<file path="src/rtl/tile_write_arbiter_if.sv">
// Tile write request bundle: two independent valid/ready write channels
// (A = local game logic, B = remote link) feeding the tile RAM arbiter.
// The arbiter connects through the slave modport; requesters use master.
interface tile_write_arbiter_if;
    logic       a_valid;
    logic       a_ready;
    logic [7:0] a_addr;
    logic [3:0] a_data;

    logic       b_valid;
    logic       b_ready;
    logic [7:0] b_addr;
    logic [3:0] b_data;

    modport master (
        output a_valid, a_addr, a_data,
        output b_valid, b_addr, b_data,
        input  a_ready, b_ready
    );

    modport slave (
        input  a_valid, a_addr, a_data,
        input  b_valid, b_addr, b_data,
        output a_ready, b_ready
    );
endinterface

</file>
<file path="src/rtl/tile_write_arbiter.sv">
// Tile RAM write arbiter.
// Round-robin arbitration between the local (A) and remote (B) write
// channels into a single registered RAM write port, plus a board-clear
// sequencer that sweeps every tile address with CLEAR_VALUE.
// Optional feature macro: TILE_VBLANK_GATE_EN -- when defined, all tile
// RAM writes (channel writes and clear writes) are confined to vid_on=0.
module tile_write_arbiter #(
    parameter int         NUM_TILES   = 200,
    parameter logic [3:0] CLEAR_VALUE = 4'h0
) (
    input  logic                       clk,
    input  logic                       reset_n,
    input  logic                       vid_on,
    input  logic                       clear_req,
    output logic                       clear_busy,
    output logic                       clear_done,
    tile_write_arbiter_if.slave        wr,
    output logic                       ram_we,
    output logic [7:0]                 ram_addr,
    output logic [3:0]                 ram_wdata,
    output logic                       err_addr
);

    typedef enum logic {
        ST_IDLE,
        ST_CLEAR
    } state_e;

    typedef enum logic {
        GRANT_A,
        GRANT_B
    } grant_e;

    localparam logic [8:0] NUM_TILES_W = 9'(NUM_TILES);
    localparam logic [7:0] LAST_ADDR   = 8'(NUM_TILES - 1);

    state_e     state_q;
    state_e     state_d;
    grant_e     last_grant_q;
    logic       ram_we_q;
    logic       gate_block;
    logic       clear_stall;
    logic       clear_last;
    logic       a_xfer;
    logic       b_xfer;
    logic [7:0] xfer_addr;
    logic [3:0] xfer_data;
    logic       xfer_addr_ok;

`ifdef TILE_VBLANK_GATE_EN
    // Active video owns the tile RAM; writes are only allowed in blanking.
    assign gate_block = vid_on;
`else
    // Without the gate, writes may land in any cycle and vid_on is a don't-care.
    logic unused_vid_on;
    assign unused_vid_on = vid_on;
    assign gate_block    = 1'b0;
`endif

    // A clear cycle stalls (no write, address held) while the gate blocks.
    assign clear_stall = (state_q == ST_CLEAR) && gate_block;
    assign clear_last  = (state_q == ST_CLEAR) && !clear_stall && (ram_addr == LAST_ADDR);

    // The registered write strobe is masked during a stalled clear cycle so
    // the held address is never written twice.
    assign ram_we = ram_we_q && !clear_stall;

    // Grant logic: one ready at most, round-robin on a tie, none while
    // clearing, during a clear request, under the gate, or in reset.
    always_comb begin
        // NOTE: every output of a combinational block gets a default first so
        // no path leaves it unassigned, which would infer a latch.
        wr.a_ready = 1'b0;
        wr.b_ready = 1'b0;
        if (reset_n && (state_q == ST_IDLE) && !clear_req && !gate_block) begin
            if (wr.a_valid && wr.b_valid) begin
                if (last_grant_q == GRANT_B) begin
                    wr.a_ready = 1'b1;
                end else begin
                    wr.b_ready = 1'b1;
                end
            end else begin
                wr.a_ready = wr.a_valid;
                wr.b_ready = wr.b_valid;
            end
        end
    end

    // Transfer detection and selection of the winning channel's payload.
    always_comb begin
        a_xfer       = wr.a_valid && wr.a_ready;
        b_xfer       = wr.b_valid && wr.b_ready;
        xfer_addr    = b_xfer ? wr.b_addr : wr.a_addr;
        xfer_data    = b_xfer ? wr.b_data : wr.a_data;
        xfer_addr_ok = ({1'b0, xfer_addr} < NUM_TILES_W);
    end

    // State register.
    always_ff @(posedge clk or negedge reset_n) begin
        // NOTE: sequential state is assigned with non-blocking (<=) so every
        // register samples its inputs from before the clock edge.
        if (!reset_n) begin
            state_q <= ST_IDLE;
        end else begin
            state_q <= state_d;
        end
    end

    // Next-state logic: a clear request always wins in IDLE; a clear ends
    // after its final address has been presented.
    always_comb begin
        state_d = state_q;
        case (state_q)
            ST_IDLE: begin
                if (clear_req) begin
                    state_d = ST_CLEAR;
                end
            end
            ST_CLEAR: begin
                if (clear_last) begin
                    state_d = ST_IDLE;
                end
            end
            default: state_d = ST_IDLE;
        endcase
    end

    // Write port, clear sequencer, grant history and status flags.
    always_ff @(posedge clk or negedge reset_n) begin
        if (!reset_n) begin
            ram_we_q     <= 1'b0;
            ram_addr     <= 8'd0;
            ram_wdata    <= 4'h0;
            clear_busy   <= 1'b0;
            clear_done   <= 1'b0;
            err_addr     <= 1'b0;
            last_grant_q <= GRANT_B;
        end else begin
            clear_done <= 1'b0;
            case (state_q)
                ST_IDLE: begin
                    if (clear_req) begin
                        // First clear write is presented in the first CLEAR cycle.
                        ram_we_q   <= 1'b1;
                        ram_addr   <= 8'd0;
                        ram_wdata  <= CLEAR_VALUE;
                        clear_busy <= 1'b1;
                        err_addr   <= 1'b0;
                    end else if (a_xfer || b_xfer) begin
                        last_grant_q <= b_xfer ? GRANT_B : GRANT_A;
                        if (xfer_addr_ok) begin
                            ram_we_q  <= 1'b1;
                            ram_addr  <= xfer_addr;
                            ram_wdata <= xfer_data;
                        end else begin
                            // Out-of-range write is swallowed and flagged.
                            ram_we_q <= 1'b0;
                            err_addr <= 1'b1;
                        end
                    end else begin
                        ram_we_q <= 1'b0;
                    end
                end
                ST_CLEAR: begin
                    if (clear_last) begin
                        ram_we_q   <= 1'b0;
                        clear_busy <= 1'b0;
                        clear_done <= 1'b1;
                    end else if (!clear_stall) begin
                        ram_addr <= ram_addr + 8'd1;
                    end
                end
                default: ram_we_q <= 1'b0;
            endcase
        end
    end

endmodule

</file>
<file path="src/flat_wrapper.sv">
// flat-port wrapper written by rule: the top's interface ports become plain ports
module tile_write_arbiter_flat 
#(
    parameter int         NUM_TILES   = 200,
    parameter logic [3:0] CLEAR_VALUE = 4'h0
)
  (clk, reset_n, vid_on, clear_req, clear_busy, clear_done, ram_we, ram_addr, ram_wdata, err_addr, wr_a_valid, wr_a_addr, wr_a_data, wr_b_valid, wr_b_addr, wr_b_data, wr_a_ready, wr_b_ready);
  tile_write_arbiter_if wr_i ();
  input  logic clk;
  input  logic reset_n;
  input  logic vid_on;
  input  logic clear_req;
  output logic clear_busy;
  output logic clear_done;
  output logic ram_we;
  output logic [7:0] ram_addr;
  output logic [3:0] ram_wdata;
  output logic err_addr;
  input wire logic [$bits(wr_i.a_valid)-1:0] wr_a_valid;
  input wire logic [$bits(wr_i.a_addr)-1:0] wr_a_addr;
  input wire logic [$bits(wr_i.a_data)-1:0] wr_a_data;
  input wire logic [$bits(wr_i.b_valid)-1:0] wr_b_valid;
  input wire logic [$bits(wr_i.b_addr)-1:0] wr_b_addr;
  input wire logic [$bits(wr_i.b_data)-1:0] wr_b_data;
  output wire logic [$bits(wr_i.a_ready)-1:0] wr_a_ready;
  output wire logic [$bits(wr_i.b_ready)-1:0] wr_b_ready;
  assign wr_i.a_valid = wr_a_valid;
  assign wr_i.a_addr = wr_a_addr;
  assign wr_i.a_data = wr_a_data;
  assign wr_i.b_valid = wr_b_valid;
  assign wr_i.b_addr = wr_b_addr;
  assign wr_i.b_data = wr_b_data;
  assign wr_a_ready = wr_i.a_ready;
  assign wr_b_ready = wr_i.b_ready;
  tile_write_arbiter #(.NUM_TILES(NUM_TILES), .CLEAR_VALUE(CLEAR_VALUE)) u_core (.clk(clk), .reset_n(reset_n), .vid_on(vid_on), .clear_req(clear_req), .clear_busy(clear_busy), .clear_done(clear_done), .wr(wr_i), .ram_we(ram_we), .ram_addr(ram_addr), .ram_wdata(ram_wdata), .err_addr(err_addr));
endmodule
</file>
<file path="config.mk">
export PLATFORM = sky130hd
export DESIGN_NAME = tile_write_arbiter_flat
export DESIGN_NICKNAME = d
export VERILOG_FILES = /design/src/rtl/tile_write_arbiter_if.sv /design/src/rtl/tile_write_arbiter.sv /design/src/flat_wrapper.sv
export SDC_FILE = /design/constraint.sdc
export NUM_CORES = 1
export LEC_CHECK = 0
export CAP_MARGIN = 5
export CORE_ASPECT_RATIO = 1.2
export CORE_UTILIZATION = 42
export DETAILED_ROUTE_END_ITERATION = 16
export PLACE_DENSITY = 0.8
export SYNTH_ARGS = -nofsm -noshare
export SYNTH_HDL_FRONTEND = slang
export SYNTH_SLANG_ARGS = --single-unit
</file>
<file path="constraint.sdc">
create_clock -name clk -period 1.95 [get_ports clk]
set_input_delay 0.2925 -clock clk [delete_from_list [all_inputs] [get_ports clk]]
set_output_delay 0.2925 -clock clk [all_outputs]
set_load 0.05 [all_outputs]
</file>
# Word level (Yosys, flattened, before mapping)
# Index checks and enable logic that the tools add are counted.
# word_totals
register_bits	18
inputBits	30
out_inout_bits	18
elab_cells	66
# classes
add_sub_neg	1
magnitude_cmp	1
eq_ne	7
muxes	32
bitwise_logic	2
reduce_logical	15
# ops
op	count
2-to-1 mux 8 bit	5
2-to-1 mux 1 bit	19
2-to-1 mux 4 bit	4
case mux 8 bit (2 select lines)	1
AND reduction 3 bit	4
adder 8 x 1 -> 8 bit, second input constant	1
== test 8 bit, second input constant	1
less-than comparator 8 bit, second input constant	1
!= test 2 bit, second input constant	4
logical AND 1 bit	6
case mux 1 bit (2 select lines)	3
nonzero test 2 bit	2
!= test 3 x 2 -> 1 bit, second input constant	1
!= test 3 bit, second input constant	1
inverter 1 bit	2
AND reduction 2 bit	1
logical NOT 1 bit	1
logical OR 1 bit	1

# Depth between registers and ports, before layout
# logic_depth
word_depth	11
depth_mapped	8

# Worst setup path after synthesis
# No wires, ideal clock.
# synth_path
path_kind	reg-to-reg
startpoint	reg u_core.ram_addr[0]
endpoint	reg u_core.ram_addr[7]
arrival_ps	1789
required_time_ps	1795
path_slack_ps	6
path_stages_with_launch	7
n_path_buf	0
period_less_slack_ps	1944
cell_sequence	dfrtp_1 ha_1 nand4_1 o31a_1 o21bai_4 o22ai_1 a311oi_2
# synth_via
elab_chain_len	4
# synth_rtl
item	line_no	source
from (decl)	tile_write_arbiter.sv:19	output logic [7:0] ram_addr,
from (signal assigned)	tile_write_arbiter.sv:153	ram_addr <= xfer_addr;
from (signal assigned)	tile_write_arbiter.sv:170	ram_addr <= ram_addr + 8'd1;
parallel branches: the longest is 4 deep, another holds adder 8 x 1 -> 8 bit	--	
# Several ways; the timed one is not identified. The select of a mux whose other input is x is not followed.
# A chain may end at the register's enable or synchronous reset.

# Final worst setup path
# layout_path
startpoint	reg u_core.state_q
endpoint	out wr_a_ready
# layout_via
elab_chain_len	4
# layout_rtl
item	line_no	source
from (decl)	tile_write_arbiter.sv:37	state_e state_q;
from (signal assigned)	tile_write_arbiter.sv:105	state_q <= state_d;
inverter 1 bit (no source line)	--	
logical AND 1 bit (2 in series)	tile_write_arbiter.sv:75	if (reset_n && (state_q == ST_IDLE) && !clear_req && !gate_block) begin
2-to-1 mux 1 bit	tile_write_arbiter.sv:75	
to (decl)	flat_wrapper.sv:25	output wire logic [$bits(wr_i.a_ready)-1:0] wr_a_ready;
# No other way between the ends.

==> results.yml <==
floorplan:
  boundaryPins: 48
  die_area_um2: 2990
  num_rows: 20
  start_util_pct: 45.3
  core_um2: 2580
  die_height_um: 59.8
  fp.dieW_um: 50.1
critical_path:
  cp_max_fo: 3
  required_ps: 1660
  rr_worst_depth: 4
  path_class: "flop to output port"
  worst_ep_arrival_time_ps: 1610
  start_kind: "flop"
  crit_path_end_kind: "output port"
logic_synthesis:
  yosysTopAreaCell: "dfrtp_1"
  synthFlopType: "dfrtp_1"
  synth-async-reset-ratio_pct: 100
  yosysMostFrequentCell: "dfrtp_1"
  syn_area_um2: 1170
  synth_commonest_cells: "dfrtp_1, nand2_1, a21oi_1, nor2_1, mux2i_1"
  syn_inst: 117
  avgSynthCellArea_um2: 9.98
  synth_edf_count: 0
  yosys_warnings: 0
  postSynthNetCount: 148
  synth_cell_types: 48
  synth_top_area_share_pct: 36.4
  ys_ff_latch: 18
  synth.area.top_cells: "dfrtp_1, mux2i_1, nand2_1"
  yosysSeqAreaShare_pct: 38.7
cts:
  cts_buffers: 3
  postCtsHoldBufs: 0
  cts.sinks: 18
  htreeDepth: 1
  insertion_delay_ps: 310
  root_buffer: "clkbuf_4"
  cts_tree: "yes"
  clockBufferDepth: 2
  path_clk_slew_ps: 120
grt:
  grt_use_total_pct: 23.6
  overflow: 0
  grt_max_degree: 14
  antenna_found_initial: 0
  grt_pass1_wl_um: 5320
  first_global_vias: 1277
routing:
  antenna_left: 0
  first_iter_violations: 17
  avgRoutedWirePerCell_um: 15.0
  first_pass_iters: 4
  drc: 0
  vias: 1192
  drt_wl_total_um: 3320
  vias_per_cell: 5.37
cells_and_area:
  fill_cells: 193
  fin_nets: 221
  area_growth_syn_to_layout_pct: 62.7
  num_antenna_cells: 0
  drive_gt1_share_pct: 28.6
  fin_area_um2: 1900
  stdcell_count: 222
timing:
  skew_ps: 14.5
  fmax_mhz: 525
  post-route-period-util_pct: 97.7
  hold_violations: 0
  setup_violations: 0
  maxSlewViolCount: 0
  relSlewSlack_pct: 66.3
  finalWorstSetupSlack_ps: 44.7
  fin_crit_ps: 1910
  max_slew.worst_pin.slew_ps: 504
placement:
  dp_hpwl_um: 2630
  place_ws_ps: -201
  placed_cells: 215
  portBuffers: 46
  postPlaceCellArea_um2: 1830
  finalWeightedCongestion: 0.905
power_and_ir_drop:
  max-vdd-ir-drop_v: 0.000888
  total_leakage_power_nw: 0.873
  power.density_nw_per_um2: 1210
  power_mw: 2.30
min_path:
  min_path_type: "input pin to async pin"
run:
  maxCapViolCount: 0
run_status:
  status: "finished clean"
## through the flow
stage          TNS (ps)  util (%)  hold WS [ps]
5_1_grt            -102      73.7           143
4_1_cts               0      72.6           144
3_5_place_dp      -1600      71.1           472
6_report              0      73.7           133
2_1_floorplan         0         -         -3.09
3_3_place_gp       -941      71.1           467
## area by class of cell
class / count / area [µm²] / share of cell area (%)
multi-input combinational: 91 / 671 / 35.3
tap: 33 / 41.3 / 2.17
sequential: 18 / 452 / 23.8
timing repair buffer: 72 / 677 / 35.6
clock buffer: 4 / 36.3 / 1.91
inverter: 4 / 22.5 / 1.19
## per-layer routing
layer  share of wire [%]  track usage (%)  up-vias
met5                   0                0        -
met2                  52             42.5       41
met1                  42             26.3      561
li1                    -                -      579
met4                 3.0             13.1        0
met3                 3.6             3.82       11
## repair_timing
| action | 4_1_cts | 5_1_grt |
|---|---|---|
| endpoints found under the hold margin | 0 | 0 |
| pin swaps | 0 | 2 |
| buffers inserted | 0 | 3 |
| resized for setup | 3 | 2 |
| setup endpoints to repair | 2 | 3 |
## logic make-up (layout without fill, tap and decap cells)
kind of cell             count (synthesis)  after routing  share of synthesized area [%]
AND/OR/NAND/NOR                         43             43                           20.2
AO/OA/AOI/OAI                           35             35                           25.3
flip-flops                              18             18                           38.7
multiplexers                            10             10                           9.00
buffers and inverters                    8             80                           4.29
XOR/XNOR                                 2              2                           1.50
adder cells (fa/ha/maj)                  1              1                           1.07
## state kept, by name, summed over array words and instances, names as in the netlist
name / flops
u_core.err_addr: 1
u_core.clear_busy: 1
u_core.clear_done: 1
u_core.last_grant_q: 1
u_core.ram_addr: 8
u_core.ram_wdata: 4
u_core.ram_we: 1
u_core.state_q: 1
## critical path, stage by stage, from the launching register on
cell	delay (ps)
dfrtp_1	420
or3b_4	410
buf_4	170
nor2_2	150
buf_12	150
## cells in the final DEF (no fill, tap or decap), types with 2 or more instances in the layout
cell,count
o21a_1,2
a21oi_1,7
clkdlybuf4s50_1,42
nand2_1,16
o21ai_0,4
nand2b_1,3
inv_1,3
dfrtp_1,17
mux2i_1,6
nand3_1,3
and3_1,3
mux2_2,4
clkbuf_4,3
buf_4,26
a211o_1,2
o22ai_1,3
nor2_1,6
or2_2,2
buf_12,2
## path summary, 6_finish.rpt
kind | startpoint | endpoint | slack, ps
setup / recovery | u_core.state_q | wr_a_ready | 40
hold / removal | reset_n | u_core.ram_addr[6] | 130
setup reg to reg | u_core.last_grant_q | u_core.ram_wdata[3] | 170
hold reg to reg | u_core.err_addr | u_core.err_addr | 500
max in group asynchronous | reset_n | u_core.last_grant_q | 1580
min in group clk | u_core.err_addr | u_core.err_addr | 500
## where the power goes
part | switching, mW | internal (mW) | total [mW] | leakage, nW
registers | 0.165 | 0.536 | 0.701 | 0.216
logic | 0.803 | 0.554 | 1.36 | 0.636
clock network | 0.126 | 0.114 | 0.240 | 0.0210
Note: power is estimated with default switching activity, not from simulation.
